$ cat src/rtl/pipe_ctrl.sv
// Pipeline control for a five-stage pipe.
// Turns hazard, branch, memory-stall and halt requests into per-register
// write enables, FD flush and DX bubble strobes. Also keeps two saturating
// statistics counters: stall cycles, and flush cycles spent squashing fetches.
module pipe_ctrl #(
  parameter int CTRL_LAT = 2,
  parameter int CNT_W    = 16
) (
  input  logic             clk,
  input  logic             rst,
  input  logic             hazard_nop,
  input  logic             branch_or_jump,
  input  logic             imem_stall,
  input  logic             dmem_stall,
  input  logic             halt_in,
  output logic             pc_we,
  output logic             fd_we,
  output logic             dx_we,
  output logic             xm_we,
  output logic             mw_we,
  output logic             fd_flush,
  output logic             dx_bubble,
  output logic             halted,
  output logic [CNT_W-1:0] stall_cnt,
  output logic [CNT_W-1:0] flush_cnt
);

  typedef enum logic [1:0] {RUN, CTRL, HALT} state_t;

  localparam logic [2:0] LAT = 3'(CTRL_LAT);

  state_t     state, state_nxt;
  logic [2:0] ctrl_left, ctrl_left_nxt;

  // Increment that sticks at all-ones instead of wrapping.
  function automatic logic [CNT_W-1:0] sat_inc(input logic [CNT_W-1:0] c,
                                               input logic             en);
    if (en && (c != {CNT_W{1'b1}})) return c + CNT_W'(1);
    return c;
  endfunction

  // State register and squash countdown.
  always_ff @(posedge clk) begin
    if (rst) begin
      state     <= RUN;
      ctrl_left <= 3'd0;
    end else begin
      state     <= state_nxt;
      ctrl_left <= ctrl_left_nxt;
    end
  end

  // Next-state and output decode, highest-priority request first.
  always_comb begin
    pc_we         = 1'b1;
    fd_we         = 1'b1;
    dx_we         = 1'b1;
    xm_we         = 1'b1;
    mw_we         = 1'b1;
    fd_flush      = 1'b0;
    dx_bubble     = 1'b0;
    halted        = 1'b0;
    state_nxt     = state;
    ctrl_left_nxt = ctrl_left;
    if (rst) begin
      // Hold every register and present NOPs while reset is asserted.
      {pc_we, fd_we, dx_we, xm_we, mw_we} = 5'b00000;
      fd_flush  = 1'b1;
      dx_bubble = 1'b1;
    end else if (state == HALT) begin
      {pc_we, fd_we, dx_we, xm_we, mw_we} = 5'b00000;
      halted = 1'b1;
    end else if (dmem_stall) begin
      // Whole pipe frozen; state and countdown hold.
      {pc_we, fd_we, dx_we, xm_we, mw_we} = 5'b00000;
    end else if (halt_in) begin
      // Let the HALT retire through MW, freeze everything upstream.
      {pc_we, fd_we, dx_we, xm_we} = 4'b0000;
      state_nxt = HALT;
    end else if (state == CTRL) begin
      // Squash window: fetched words are replaced by NOPs; hazard and
      // branch requests cannot come from squashed slots.
      fd_flush      = 1'b1;
      pc_we         = ~imem_stall;
      ctrl_left_nxt = ctrl_left - 3'd1;
      if (ctrl_left <= 3'd1) begin
        state_nxt     = RUN;
        ctrl_left_nxt = 3'd0;
      end
    end else if (hazard_nop) begin
      pc_we     = 1'b0;
      fd_we     = 1'b0;
      dx_bubble = 1'b1;
    end else if (branch_or_jump) begin
      state_nxt     = CTRL;
      ctrl_left_nxt = LAT;
    end else if (imem_stall) begin
      pc_we    = 1'b0;
      fd_flush = 1'b1;
    end
  end

  // Statistics counters.
  always_ff @(posedge clk) begin
    if (rst) begin
      stall_cnt <= '0;
      flush_cnt <= '0;
    end else begin
      stall_cnt <= sat_inc(stall_cnt, (state != HALT) && !pc_we);
      flush_cnt <= sat_inc(flush_cnt, (state == CTRL) && fd_flush);
    end
  end

endmodule
$ cat config.mk
export PLATFORM = sky130hd
export DESIGN_NAME = pipe_ctrl
export DESIGN_NICKNAME = d
export VERILOG_FILES = /design/src/rtl/pipe_ctrl.sv
export SDC_FILE = /design/constraint.sdc
export NUM_CORES = 1
export LEC_CHECK = 0
export ABC_AREA = 1
export BUFFER_PORTS_ARGS = -buffer_cell sky130_fd_sc_hd__buf_2
export CAP_MARGIN = 15
export CORE_MARGIN = 2
export CORE_UTILIZATION = 50
export CTS_CLUSTER_DIAMETER = 120
export DETAILED_ROUTE_END_ITERATION = 7
export GPL_TIMING_DRIVEN = 1
export PLACE_DENSITY = 0.73
export SETUP_SLACK_MARGIN = 0.4
export SYNTH_ARGS = -nofsm -noshare
export SYNTH_HDL_FRONTEND = slang
export SYNTH_SLANG_ARGS = --single-unit
$ cat constraint.sdc
create_clock -name clk -period 2.35 [get_ports clk]
set_input_delay 0.235 -clock clk [delete_from_list [all_inputs] [get_ports clk]]
set_output_delay 0.235 -clock clk [all_outputs]
set_load 0.03 [all_outputs]
# Word-level counts from Yosys, hierarchy flattened
# Index checks and enable logic that the tools add are counted.
# totals
register_bits	37
in_bits	7
output_inout_bits	40
# classes
addsub	3
order_cmp	1
eq_ne	8
n_mux	52
n_bitwise	4
n_reduce_logical	9
# op_table
op	n
$mux 1	41
$add 16x1->16 const B	2
$mux 16	2
$ne 16x16->1 const B	2
$mux 3	4
$mux 2	5
$reduce_and 5->1	2
$logic_and 1x1->1	4
$not 1->1	4
$le 3x1->1 const B	1
$ne 3x1->1 const B	1
$ne 3x2->1 const B	1
$reduce_bool 3->1	1
$sub 3x1->3 const B	1
$eq 2x1->1 const B	1
$eq 2x2->1 const B	1
$ne 2x1->1 const B	1
$ne 2x2->1 const B	1
$reduce_bool 2->1	1
$logic_not 1->1	1

# Logic depth before layout (Yosys ltp)
# Gate-level depths: netlist of run 1.
# depth
depth_word	13
mapped_depth	11
mapped_depth_nobuf	11

# Worst setup path after synthesis of run 1
# No wires, ideal clock.
# synth_timing
path_kind	flip-flop to flip-flop
startpoint	register stall_cnt[0]
endpoint	register stall_cnt[15]
arrival_time_ns	1.658
slack_ns	0.552
path_stages_with_launch	10
synth_period_minus_slack_ns	1.798
cell_sequence	dfxtp_1 -> ha_1 -> inv_1 -> nor2_2 -> nand3_1 -> nor2_1 -> nor2_4 -> buf_4 -> nand2_1 -> a21oi_1
# synth_between
elab_chain_cells	4
elab_cells_between_ends	6
classes_between	1 x add/sub; 1 x eq/ne; 3 x mux; 1 x reduce/logical
# synth_rtl
element	line	text
start, declared	24	output logic [CNT_W-1:0] stall_cnt,
start signal, assigned	109	stall_cnt <= sat_inc(stall_cnt, (state != HALT) && !pc_we);
parallel branches: the longest is 4 deep, another holds $add 16x1->16	-	
# Several ways; the timed one is not identified. The select of a mux whose other input is x is not followed.
# A chain may end at the register's enable or synchronous reset.

# Worst setup path in the final report of run 1
# layout_timing
startpoint	register flush_cnt[1]
endpoint	register flush_cnt[5]
# layout_between
elab_chain_cells	4
elab_cells_between_ends	6
classes_between	1 x add/sub; 1 x eq/ne; 3 x mux; 1 x reduce/logical
# layout_rtl
element	line	text
start, declared	25	output logic [CNT_W-1:0] flush_cnt
start signal, assigned	110	flush_cnt <= sat_inc(flush_cnt, (state == CTRL) && fd_flush);
parallel branches: the longest is 4 deep, another holds $add 16x1->16	-	
# Several ways; the timed one is not identified. The select of a mux whose other input is x is not followed.

==> metrics.md, run 1 <==
| Metric | Value |
|---|---|
| Status | `completed` |
| Count leader, synth | `nand2_1` |
| Largest family of logic cells by synthesized area | `simple AND/OR/NAND/NOR gates` |
| CTS max path bufs | `2` |
| First-pass GRT wire length | `9410 µm` |
| Fill cells | `433` |
| Cell count of the worst reg-to-reg path | `10` |
| Fraction of the mapped netlist area in simple logic gates | `0.407` |
| Area of the mapped netlist | `2400 µm²` |
| Clk root buf | `clkbuf_8` |
| Post-Synth Adder-Cell Area | `0.0208` |
| Largest net degree at the start of global routing | `37` |
| Slew Viols, Final | `0` |
| Buffers on Ports | `46` |
| RD Place Congestion | `0.911` |
| Drt pass-1 iters | `4` |
| Io pins | `47` |
| Yosys top cell area share | `0.308` |
| DR DRC count | `0` |
| Fin crit share | `0.771` |
| Via density | `5.09` |
| Worst-Skew Late Latency | `0.29 ns` |
| Vias | `2,385` |
| Fmax | `552 MHz` |
| Initial DRC count | `101` |
| Sequential share of the synthesized area | `0.308` |
| Final setup viols | `0` |
| WL final | `5410 µm` |
| Final hold violations | `0` |
| CTS H-tree depth | `2` |
| R2R Setup Slk | `0.54 ns` |
| EDFF count, synth | `0` |
| Clk slew on worst S/H paths | `0.08 ns` |
| Gr usage total | `0.218` |
| Compound-gate portion of the synthesized area | `0.111` |
| Top_reg_cell synth | `dfxtp_1` |
| Post-DP HPWL | `3950 µm` |
| GR Overflow Total | `0` |
| Die area | `5380 µm²` |
| Hold path depth | `3` |
| Crit. End Element | `flop` |
| Max FO, Critical Path | `14` |
| Syn Area/Cell | `6.64 µm²` |
| Number of global-route vias before repair | `2,144` |
| Hold wc startpoint | `halt_in` |
| RSZ-0062 raised after global routing | `no` |
| Yosys warning count | `0` |
| Post-place setup slack | `0.529 ns` |
| Hold Crit Endpoint | `state[1]` |
| Initial Utilization | `0.512` |
| Post-synthesis mux area share | `0` |
| Setup Skew | `0.00647 ns` |
| Routed Antenna Nets | `0` |
| TritonCTS Buffers | `5` |
| Max-Cap Viols | `0` |
| Die H | `73.3 µm` |
| Routed WL per cell | `11.5 µm` |
| Top cell type by total area after synthesis | `dfxtp_1` |
| Maximum vdd ir drop | `286 µV` |
| Initial antenna violation count | `0` |
| Worst-margin pin slew | `0.438 ns` |
| Ys async rst share | `0` |
| Syn nets | `373` |
| Worst flop-to-flop path startpoint | `flush_cnt[1]` |
| Worst r2r dst | `flush_cnt[5]` |
| Critical Path AT | `1.98 ns` |
| Layout cells sized above 1 | `0.236` |
| Area growth syn-to-layout | `18.2%` |
| Setup_tns | `0 ns` |
| Yosys cell types | `28` |
| Post-Syn Instances | `362` |
| Hold Crit Class | `in -> reg` |
| Core ar. | `4690 µm²` |
| Antenna Cells | `0` |
| Setup ws final | `0.538 ns` |
| CP required | `2.52 ns` |
| # nets final | `425` |
| CTS Hold Bufs | `0` |
| Crit start category | `flop` |
| Slew HR | `0.706` |
| Min Tclk post-route | `1.81 ns` |
| Chip width | `73.3 µm` |
| PD cells | `486 nW/µm²` |
| XOR/XNOR share of the synthesized area | `0.0729` |
| Synth cell count leaders | `nand2_1, dfxtp_1, nor2_1` |
| CTS tree | `built` |
| Seq cells post-synth | `37` |
| Row Count | `25` |
| Synth top area cells | `dfxtp_1, nand2_1, nor2_1` |
| Clk sink count | `37` |
| Leak | `1.34 nW` |
| CP Class | `reg -> reg` |
| Total power | `1.38 mW` |
registers in the layout, indices dropped and copies added (netlist names):
register   cells
ctrl_left      3
flush_cnt     16
stall_cnt     16
state          2
where the power goes:
group / total (mW) / leakage [nW] / switching, mW / internal, mW
sequential: 0.652 / 0.299 / 0.0146 / 0.638
combinational: 0.156 / 0.982 / 0.108 / 0.0477
clock: 0.573 / 0.0585 / 0.227 / 0.346
logic make-up (layout without fill, tap and decap cells):
kind of cell / Yosys count / count (layout)
DFF: 37 / 37
adders and majority gates: 4 / 4
and+or+nand+nor: 213 / 213
buffers and inverters: 43 / 96
xor gates and xnor gates: 20 / 20
AOI/OAI and AO/OA: 45 / 45
stage by stage:
| step | hold slack (ns) | utilization | instances | cell area (µm²) |
|---|---|---|---|---|
| final | 0.164 | 0.606 | 469 | 2840 |
| after global placement | 0.454 | 0.563 | 454 | 2640 |
| after CTS | 0.161 | 0.588 | 462 | 2760 |
| after floorplan | 0.345 | - | 362 | 2400 |
| after detailed placement | 0.465 | 0.563 | 454 | 2640 |
| after global routing | 0.198 | 0.606 | 469 | 2840 |
layout make-up:
cell class              instances  area [µm²]  area share
multi-input cells             282        1470       0.518
flip-flops and latches         37         742       0.261
repair buffers                 54         315       0.111
inverters                      34         128      0.0449
clock buffers                   7        86.3      0.0304
well taps                      54        67.6      0.0238
clock inverters                 1        30.0      0.0106
critical path, stage by stage, from the launching register on:
cell	delay (ns)
dfxtp_1	0.42
ha_1	0.25
inv_1	0.06
nor2_2	0.18
nand2_1	0.12
nor2_1	0.20
nor2_4	0.08
buf_12	0.15
buf_4	0.14
nand2_4	0.05
a21oi_2	0.04
how the worst max path moves through the flow:
stage | startpoint | end | slack, ns | cells past startpoint
after floorplan | stall_cnt[0] | stall_cnt[15] | 0.55 | 9
after global placement | flush_cnt[0] | flush_cnt[5] | 0.60 | 7
after detailed placement | flush_cnt[0] | flush_cnt[3] | 0.53 | 7
after CTS | flush_cnt[0] | flush_cnt[8] | 0.49 | 7
after global routing | flush_cnt[1] | flush_cnt[5] | 0.40 | 10
final | flush_cnt[1] | flush_cnt[5] | 0.54 | 10
layout by cell type, fill, tap and decap left out, drive strengths merged, types with 7 or more instances in the layout:
cell / n
clkbuf: 7
nand3: 14
xor2: 8
nor2: 44
a21oi: 35
o21ai: 10
inv: 34
buf: 54
xnor2: 12
nand2: 142
dfxtp: 37
routing by layer:
layer	up-vias	track usage	share of wire
li1	1229	-	-
met1	1104	0.270	0.47
met2	42	0.382	0.48
met3	10	0.0329	0.036
met4	0	0.0808	0.019
met5	-	0	0
timing repair:
item | 4_1_cts | 5_1_grt
endpoints found under the setup margin | 0 | 15
setup buffers | 0 | 7
gates resized for setup | 0 | 2
Power figures use the tool's default switching activity.
==> run 2, diff against run 1 <==
--- a/config.mk
+++ b/config.mk
@@ -5,7 +5,7 @@
 export SDC_FILE = /design/constraint.sdc
 export NUM_CORES = 1
 export LEC_CHECK = 0
-export ABC_AREA = 1
+export ABC_AREA = 0
 export BUFFER_PORTS_ARGS = -buffer_cell sky130_fd_sc_hd__buf_2
 export CAP_MARGIN = 15
 export CORE_MARGIN = 2
@@ -13,7 +13,7 @@
 export CTS_CLUSTER_DIAMETER = 120
 export DETAILED_ROUTE_END_ITERATION = 7
 export GPL_TIMING_DRIVEN = 1
-export PLACE_DENSITY = 0.73
+export PLACE_DENSITY = 0.75
 export SETUP_SLACK_MARGIN = 0.4
 export SYNTH_ARGS = -nofsm -noshare
 export SYNTH_HDL_FRONTEND = slang
==> constraint.sdc (replaced) <==
create_clock -name clk -period 1.75 [get_ports clk]
set_input_delay 0.175 -clock clk [delete_from_list [all_inputs] [get_ports clk]]
set_output_delay 0.175 -clock clk [all_outputs]
set_load 0.03 [all_outputs]
==> metrics.md, run 2 <==
| Metric | Value |
|---|---|
| Worst Setup SP | `state[1]` |
| Final hold violations | `0 (unchanged)` |
| Row Count | `23 (-8.0%)` |
| Critical Path AT | `1.85 ns (-0.13 ns)` |
| Min Tclk post-route | `1.68 ns (-0.133 ns)` |
| # nets final | `354 (-17%)` |
| TritonCTS Buffers | `5 (unchanged)` |
| RD Place Congestion | `0.783 (-14%)` |
| Worst flop-to-flop path startpoint | `state[1]` |
| Area of the mapped netlist | `2010 µm² (-17%)` |
| Bufs and invs on worst path | `2 (-1)` |
| Post-place setup slack | `0.0524 ns (-0.477 ns)` |
| Worst-margin pin slew | `0.487 ns (+0.0498 ns)` |
| Most frequent cells in the layout | `buf_4, buf_2, dfxtp_4` |
| Initial antenna violation count | `0 (unchanged)` |
| Worst-Skew Late Latency | `0.29 ns (about the same)` |
| CP delay by family, top | `simple AND/OR/NAND/NOR gates` |
| Fmax | `595 MHz (+7.9%)` |
| Post-Syn Instances | `249 (-31%)` |
| Syn Area/Cell | `8.05 µm² (+21%)` |
| EDFF count, synth | `0 (unchanged)` |
| Setup_tns | `0 ns (unchanged)` |
| Top cell type by total area after synthesis | `dfxtp_1` |
| Hold wc startpoint | `halt_in` |
| Seq pwr share | `0.478 (+0.006)` |
| CP Class | `reg -> reg` |
| Max-Cap Viols | `0 (unchanged)` |
| First-pass GRT wire length | `8920 µm (-5.2%)` |
| PD cells | `534 nW/µm² (+9.8%)` |
| Initial Utilization | `0.509 (-0.00354)` |
| Pint | `1.24 mW (+20%)` |
| WL final | `6940 µm (+28%)` |
| Synth cell count leaders | `dfxtp_1, nor2_1, a21oi_1, nand2_1, xnor2_1` |
| Slew HR | `0.673 (-0.0331)` |
| Area growth syn-to-layout | `63.8%` |
| Initial DRC count | `119 (+18%)` |
| Crit start category | `flop` |
| Top flop regs | `flush_cnt: 16 flops, stall_cnt: 16 flops, ctrl_left: 3 flops` |
| Vias | `2,318 (-2.8%)` |
| Sequential share of the synthesized area | `0.369 (+0.0611)` |
| Switching pwr | `0.519 mW (+48%)` |
| Crit. End Element | `flop` |
| Crit path cell chain | `and2b_2, nand3_4, nand4bb_4, buf_4, buf_2, o21ai_1, a21oi_1` |
| Number of global-route vias before repair | `1,975 (-7.9%)` |
| Maximum vdd ir drop | `564 µV (+97%)` |
| Gr usage total | `0.258 (+0.0397)` |
| Drt pass-1 iters | `5 (+1)` |
| Clk sink count | `37 (unchanged)` |
| Sw frac | `0.296 (+0.0424)` |
| CTS max path bufs | `2 (unchanged)` |
| Max FO, Critical Path | `6 (-8)` |
| Buffers on Ports | `46 (unchanged)` |
| Leak | `1.26 nW (-6.0%)` |
| Synth top area cells | `dfxtp_1, xnor2_1, nor2_1` |
| Routed Antenna Nets | `0 (unchanged)` |
| Setup ws final | `0.0707 ns (-0.467 ns)` |
| Clk slew on worst S/H paths | `0.08 ns (about the same)` |
| CTS H-tree depth | `2 (unchanged)` |
| Seq cells post-synth | `37 (unchanged)` |
| Via density | `5.88 (+16%)` |
| Antenna Cells | `0 (unchanged)` |
| Yosys warning count | `0 (unchanged)` |
| Final setup viols | `0 (unchanged)` |
| Chip width | `67.3 µm (-8.2%)` |
| CTS tree | `built` |
| Syn nets | `260 (-30%)` |
| Yosys cell types | `47 (+68%)` |
| Commonest non-fill, non-tap cell in the layout | `buf_4` |
| Die H | `67.3 µm (-8.2%)` |
| Clk root buf | `clkbuf_8` |
| Ys async rst share | `0 (unchanged)` |
| GR Overflow Total | `0 (unchanged)` |
| Worst path slowest cell | `dfxtp_4` |
| Fin crit share | `0.960 (+0.189)` |
| Layout cells sized above 1 | `0.570 (+0.334)` |
| Delay of the slowest cell on the worst path | `0.37 ns (-0.05 ns)` |
| Setup Skew | `0.00399 ns (-0.00248 ns)` |
| Largest net degree at the start of global routing | `32 (-14%)` |
| Clock share of power | `0.343 (-0.072)` |
| Yosys top cell area share | `0.369 (+0.0611)` |
| RSZ-0062 raised after global routing | `yes` |
| Slew Viols, Final | `0 (unchanged)` |
| Top_reg_cell synth | `dfxtp_1` |
| Fill cells | `243 (-44%)` |
| Post-DP HPWL | `3440 µm (-13%)` |
| Comb pwr share | `0.179 (+0.066)` |
| DR DRC count | `0 (unchanged)` |
| Io pins | `47 (unchanged)` |
| Status | `completed` |
| FF/Latch Area | `848 µm² (+14%)` |
| Routed WL per cell | `17.6 µm (+53%)` |
| Die area | `4530 µm² (-16%)` |
| CP required | `1.92 ns (-0.60 ns)` |
| Hold Crit Class | `in -> reg` |
| Multi-input gate area | `1520 µm² (+3.2%)` |
| Count leader, synth | `dfxtp_1` |
| Core ar. | `3940 µm² (-16%)` |
==> run 2: cell count changes after synthesis, sizes merged, moves of 4 or more <==
cell,before,now
nor2,44,30
o21ai,10,17
nand3,14,10
inv,34,7
nand4,5,9
or3,0,13
nor4,0,4
nand2,142,20
nor3,3,12
a21oi,35,20
xor2,8,1
==> run 2: cells by family (layout without fill, tap and decap cells) <==
group,after synthesis,in the layout,share of synthesized area
multiplexers,3,3,0.0150
AND/OR/NAND/NOR,119,119,0.318
AO/OA/AOI/OAI,52,52,0.154
flip-flops,37,37,0.369
adder cells (fa/ha/maj),5,5,0.0299
buffers and inverters,19,114,0.0524
XOR/XNOR,14,14,0.0611
==> run 2: cell type report <==
| class | count | area share |
|---|---|---|
| repair buffers | 99 | 0.225 |
| clock buffers | 5 | 0.0210 |
| clock inverters | 3 | 0.00533 |
| multi-input cells | 193 | 0.463 |
| flip-flops and latches | 37 | 0.258 |
| well taps | 50 | 0.0190 |
| inverters | 7 | 0.00876 |
==> run 2: power groups by stage <==
stage | Clock (mW) | Sequential, mW | Combinational (mW)
2_1_floorplan | 0 | 0.889 | 0.136
3_3_place_gp | 0 | 0.871 | 0.216
3_5_place_dp | 0 | 0.872 | 0.218
4_1_cts | 0.604 | 0.844 | 0.272
5_1_grt | 0.650 | 0.841 | 0.331
6_report | 0.601 | 0.839 | 0.314
==> run 2: layer usage <==
metal | vias to the layer above | track usage | part of all wire | wire length [µm]
li1 | 1084 | - | - | -
met1 | 1117 | 0.354 | 0.41 | 2850
met2 | 97 | 0.407 | 0.50 | 3460
met3 | 20 | 0.0517 | 0.059 | 413
met4 | 0 | 0.0842 | 0.032 | 222
met5 | - | 0 | 0 | 0
==> run 2: worst register-to-register path, cell delays in order, from the launching register on <==
cell,delay [ns]
dfxtp_4,0.37
and2b_2,0.27
nand3_4,0.11
nand4bb_4,0.19
buf_4,0.19
buf_2,0.14
o21ai_1,0.18
a21oi_1,0.09
==> run 2: timing repair <==
item                       CTS  global route
pin swaps                   28            22
hold buffers                 0             0
cloned                       2             0
resized for setup           42            46
buffers inserted            22             9
setup endpoints to repair   38            44
==> run 2: path summary, 6_finish.rpt <==
| path | to | slack [ns] | cells after the start |
|---|---|---|---|
| worst min-delay path | state[1] | 0.17 | 3 |
| worst max register to register | stall_cnt[4] | 0.07 | 7 |
| worst min register to register | stall_cnt[11] | 0.50 | 2 |
| worst max-delay path | stall_cnt[4] | 0.07 | 7 |
==> run 2: stage by stage <==
stage	hold slack, ns	instances	total power, mW	area, µm²	utilization
3_3_place_gp	0.469	353	1.09	2590	0.658
5_1_grt	0.164	394	1.82	3280	0.833
6_report	0.168	394	1.75	3280	0.833
2_1_floorplan	0.304	249	1.02	2240	-
4_1_cts	0.165	385	1.72	3020	0.765
3_5_place_dp	0.475	353	1.09	2590	0.658
==> run 3, diff against run 2 <==
--- a/config.mk
+++ b/config.mk
@@ -5,7 +5,7 @@
 export SDC_FILE = /design/constraint.sdc
 export NUM_CORES = 1
 export LEC_CHECK = 0
-export ABC_AREA = 0
+export ABC_AREA = 1
 export BUFFER_PORTS_ARGS = -buffer_cell sky130_fd_sc_hd__buf_2
 export CAP_MARGIN = 15
 export CORE_MARGIN = 2
@@ -13,7 +13,7 @@
 export CTS_CLUSTER_DIAMETER = 120
 export DETAILED_ROUTE_END_ITERATION = 7
 export GPL_TIMING_DRIVEN = 1
-export PLACE_DENSITY = 0.75
+export PLACE_DENSITY = 0.73
 export SETUP_SLACK_MARGIN = 0.4
 export SYNTH_ARGS = -nofsm -noshare
 export SYNTH_HDL_FRONTEND = slang
==> metrics.md, run 3 (synthesis gave the netlist of run 1 again) <==
| Metric | Value |
|---|---|
| Crit. End Element | `primary output` |
| DR DRC count | `0 (unchanged)` |
| Post-DP HPWL | `4150 µm (+21%)` |
| Row Count | `25 (+8.7%)` |
| Fmax | `686 MHz (+15%)` |
| Dpl cells | `456 (+29%)` |
| First-pass GRT wire length | `10,800 µm (+21%)` |
| Antenna Cells | `0 (unchanged)` |
| Routed WL per cell | `13.5 µm (-24%)` |
| CTS max path bufs | `2 (unchanged)` |
| Initial antenna violation count | `0 (unchanged)` |
| Via density | `5.20 (-12%)` |
| Vias | `2,606 (+12%)` |
| Bufs and invs on worst path | `3 (+1)` |
| # nets final | `457 (+29%)` |
| Final hold violations | `0 (unchanged)` |
| Routed Antenna Nets | `0 (unchanged)` |
| Fin crit share | `0.832 (-0.127)` |
| PD cells | `508 nW/µm² (-5.0%)` |
| Initial DRC count | `122 (+2.5%)` |
| CP Class | `reg -> out` |
| Area growth syn-to-layout | `44.4%` |
| Slew Viols, Final | `0 (unchanged)` |
| Cell Area, Placed | `2800 µm² (+8.1%)` |
| Delay of the slowest cell on the worst path | `0.33 ns (-0.04 ns)` |
| Chip width | `73.3 µm (+8.9%)` |
| Clk slew on worst S/H paths | `0.07 ns (about the same)` |
| Gr usage total | `0.254 (-0.00451)` |
| Setup_tns | `0 ns (unchanged)` |
| Worst-Skew Late Latency | `0.30 ns (about the same)` |
| Drt pass-1 iters | `4 (-1)` |
| Maximum vdd ir drop | `371 µV (-34%)` |
| Initial Utilization | `0.512 (+0.00354)` |
| Total power | `1.76 mW (+0.39%)` |
| Leak | `1.58 nW (+26%)` |
| Max FO, Critical Path | `6 (unchanged)` |
| Largest net degree at the start of global routing | `26 (-19%)` |
| CP required | `1.57 ns (-0.35 ns)` |
| Hold Crit Class | `in -> reg` |
| Die area | `5380 µm² (+19%)` |
| GR Overflow Total | `0 (unchanged)` |
| CTS H-tree depth | `2 (unchanged)` |
| Final setup viols | `0 (unchanged)` |
| Most frequent cells in the layout | `nand2_1, buf_2, buf_4` |
| CP delay by family, top | `buffers and inverters` |
| Setup Skew | `0.0121 ns (+0.00815 ns)` |
| Core ar. | `4690 µm² (+19%)` |
| Status | `completed` |
| Min Tclk post-route | `1.46 ns (-0.223 ns)` |
| Io pins | `47 (unchanged)` |
| Crit start category | `flop` |
| Final Instance Area | `3470 µm² (+5.6%)` |
| Die H | `73.3 µm (+8.9%)` |
| Worst-margin pin slew | `0.350 ns (-0.138 ns)` |
| Fin cells | `501 (+27%)` |
| CTS Hold Bufs | `0 (unchanged)` |
| RSZ-0062 raised after global routing | `yes` |
| CTS tree | `built` |
| TritonCTS Buffers | `5 (unchanged)` |
| RD Place Congestion | `0.871 (+11%)` |
| Slew HR | `0.767 (+0.0941)` |
| Max-Cap Viols | `0 (unchanged)` |
| Top flop regs | `flush_cnt: 16 flops, stall_cnt: 16 flops, ctrl_left: 3 flops` |
| Layout cells sized above 1 | `0.483 (-0.0865)` |
| Clk root buf | `clkbuf_8` |
| Number of global-route vias before repair | `2,466 (+25%)` |
| Crit path cell chain | `buf_4, nand2_8, inv_1, o21ai_1, nand2_1, buf_6` |
| Clk sink count | `37 (unchanged)` |
| Critical Path AT | `1.28 ns (-0.57 ns)` |
| Commonest non-fill, non-tap cell in the layout | `nand2_1` |
| Buffers on Ports | `46 (unchanged)` |
| Worst path slowest cell | `dfxtp_2` |
| WL final | `6750 µm (-2.8%)` |
run 3: changes by cell type in the layout (fill, tap and decap cells not counted), sizes merged, moves of 4 or more:
cell,change
nand2,+123
or3,-13
nand3,+5
nor4,-4
o21ai,-7
xor2,+7
a21oi,+15
nand4,-4
nor2,+14
inv,+27
buf,-16
nor3,-9
run 3: metrics by stage:
step           setup slack, ns  hold WS (ns)   util
3_3_place_gp             0.267         0.416  0.598
2_1_floorplan            0.280         0.285      -
6_report                 0.293         0.129  0.739
5_1_grt                  0.235         0.132  0.739
3_5_place_dp             0.225         0.423  0.598
4_1_cts                  0.304         0.122  0.686
run 3: power breakdown:
group / leakage, nW / internal (mW) / switching, mW
logic: 1.21 / 0.109 / 0.178
clock network: 0.0486 / 0.312 / 0.313
registers: 0.322 / 0.831 / 0.0190
total: 1.58 / 1.25 / 0.509
run 3: worst reg2reg max path, cell delays in order (launching register included):
cell	delay, ns
dfxtp_4	0.36
ha_4	0.16
inv_2	0.06
nor2_4	0.04
nand2_2	0.09
nor2_4	0.05
nor2_4	0.20
buf_6	0.17
nand2_1	0.06
a21oi_1	0.15
run 3: what timing repair did:
action | in CTS | in global routing
setup buffers | 22 | 12
pin swaps | 39 | 17
setup endpoints to repair | 39 | 44
resized for setup | 45 | 47
cloned | 2 | 1
run 3: path summary, 6_finish.rpt:
path / startpoint / cells past startpoint / slack, ns / to
worst max register to register: flush_cnt[0] / 9 / 0.31 / flush_cnt[14]
worst min register to register: ctrl_left[1] / 2 / 0.49 / ctrl_left[1]
worst max-delay path: state[0] / 6 / 0.29 / fd_flush
worst min-delay path: halt_in / 3 / 0.13 / state[1]
run 3: cell type report:
| type | count | area [µm²] |
|---|---|---|
| tap | 54 | 67.6 |
| clock buffer | 6 | 82.6 |
| timing repair buffer | 84 | 588 |
| fill | 342 | 1220 |
| clock inverter | 2 | 8.76 |
| sequential | 37 | 836 |
| multi-input combinational | 284 | 1760 |
| inverter | 34 | 128 |
run 3: metal layers:
| metal | up-vias | wire (µm) | track usage |
|---|---|---|---|
| li1 | 1301 | - | - |
| met1 | 1223 | 2750 | 0.297 |
| met2 | 69 | 3540 | 0.445 |
| met3 | 13 | 313 | 0.0576 |
| met4 | 0 | 145 | 0.103 |
| met5 | - | 0 | 0 |
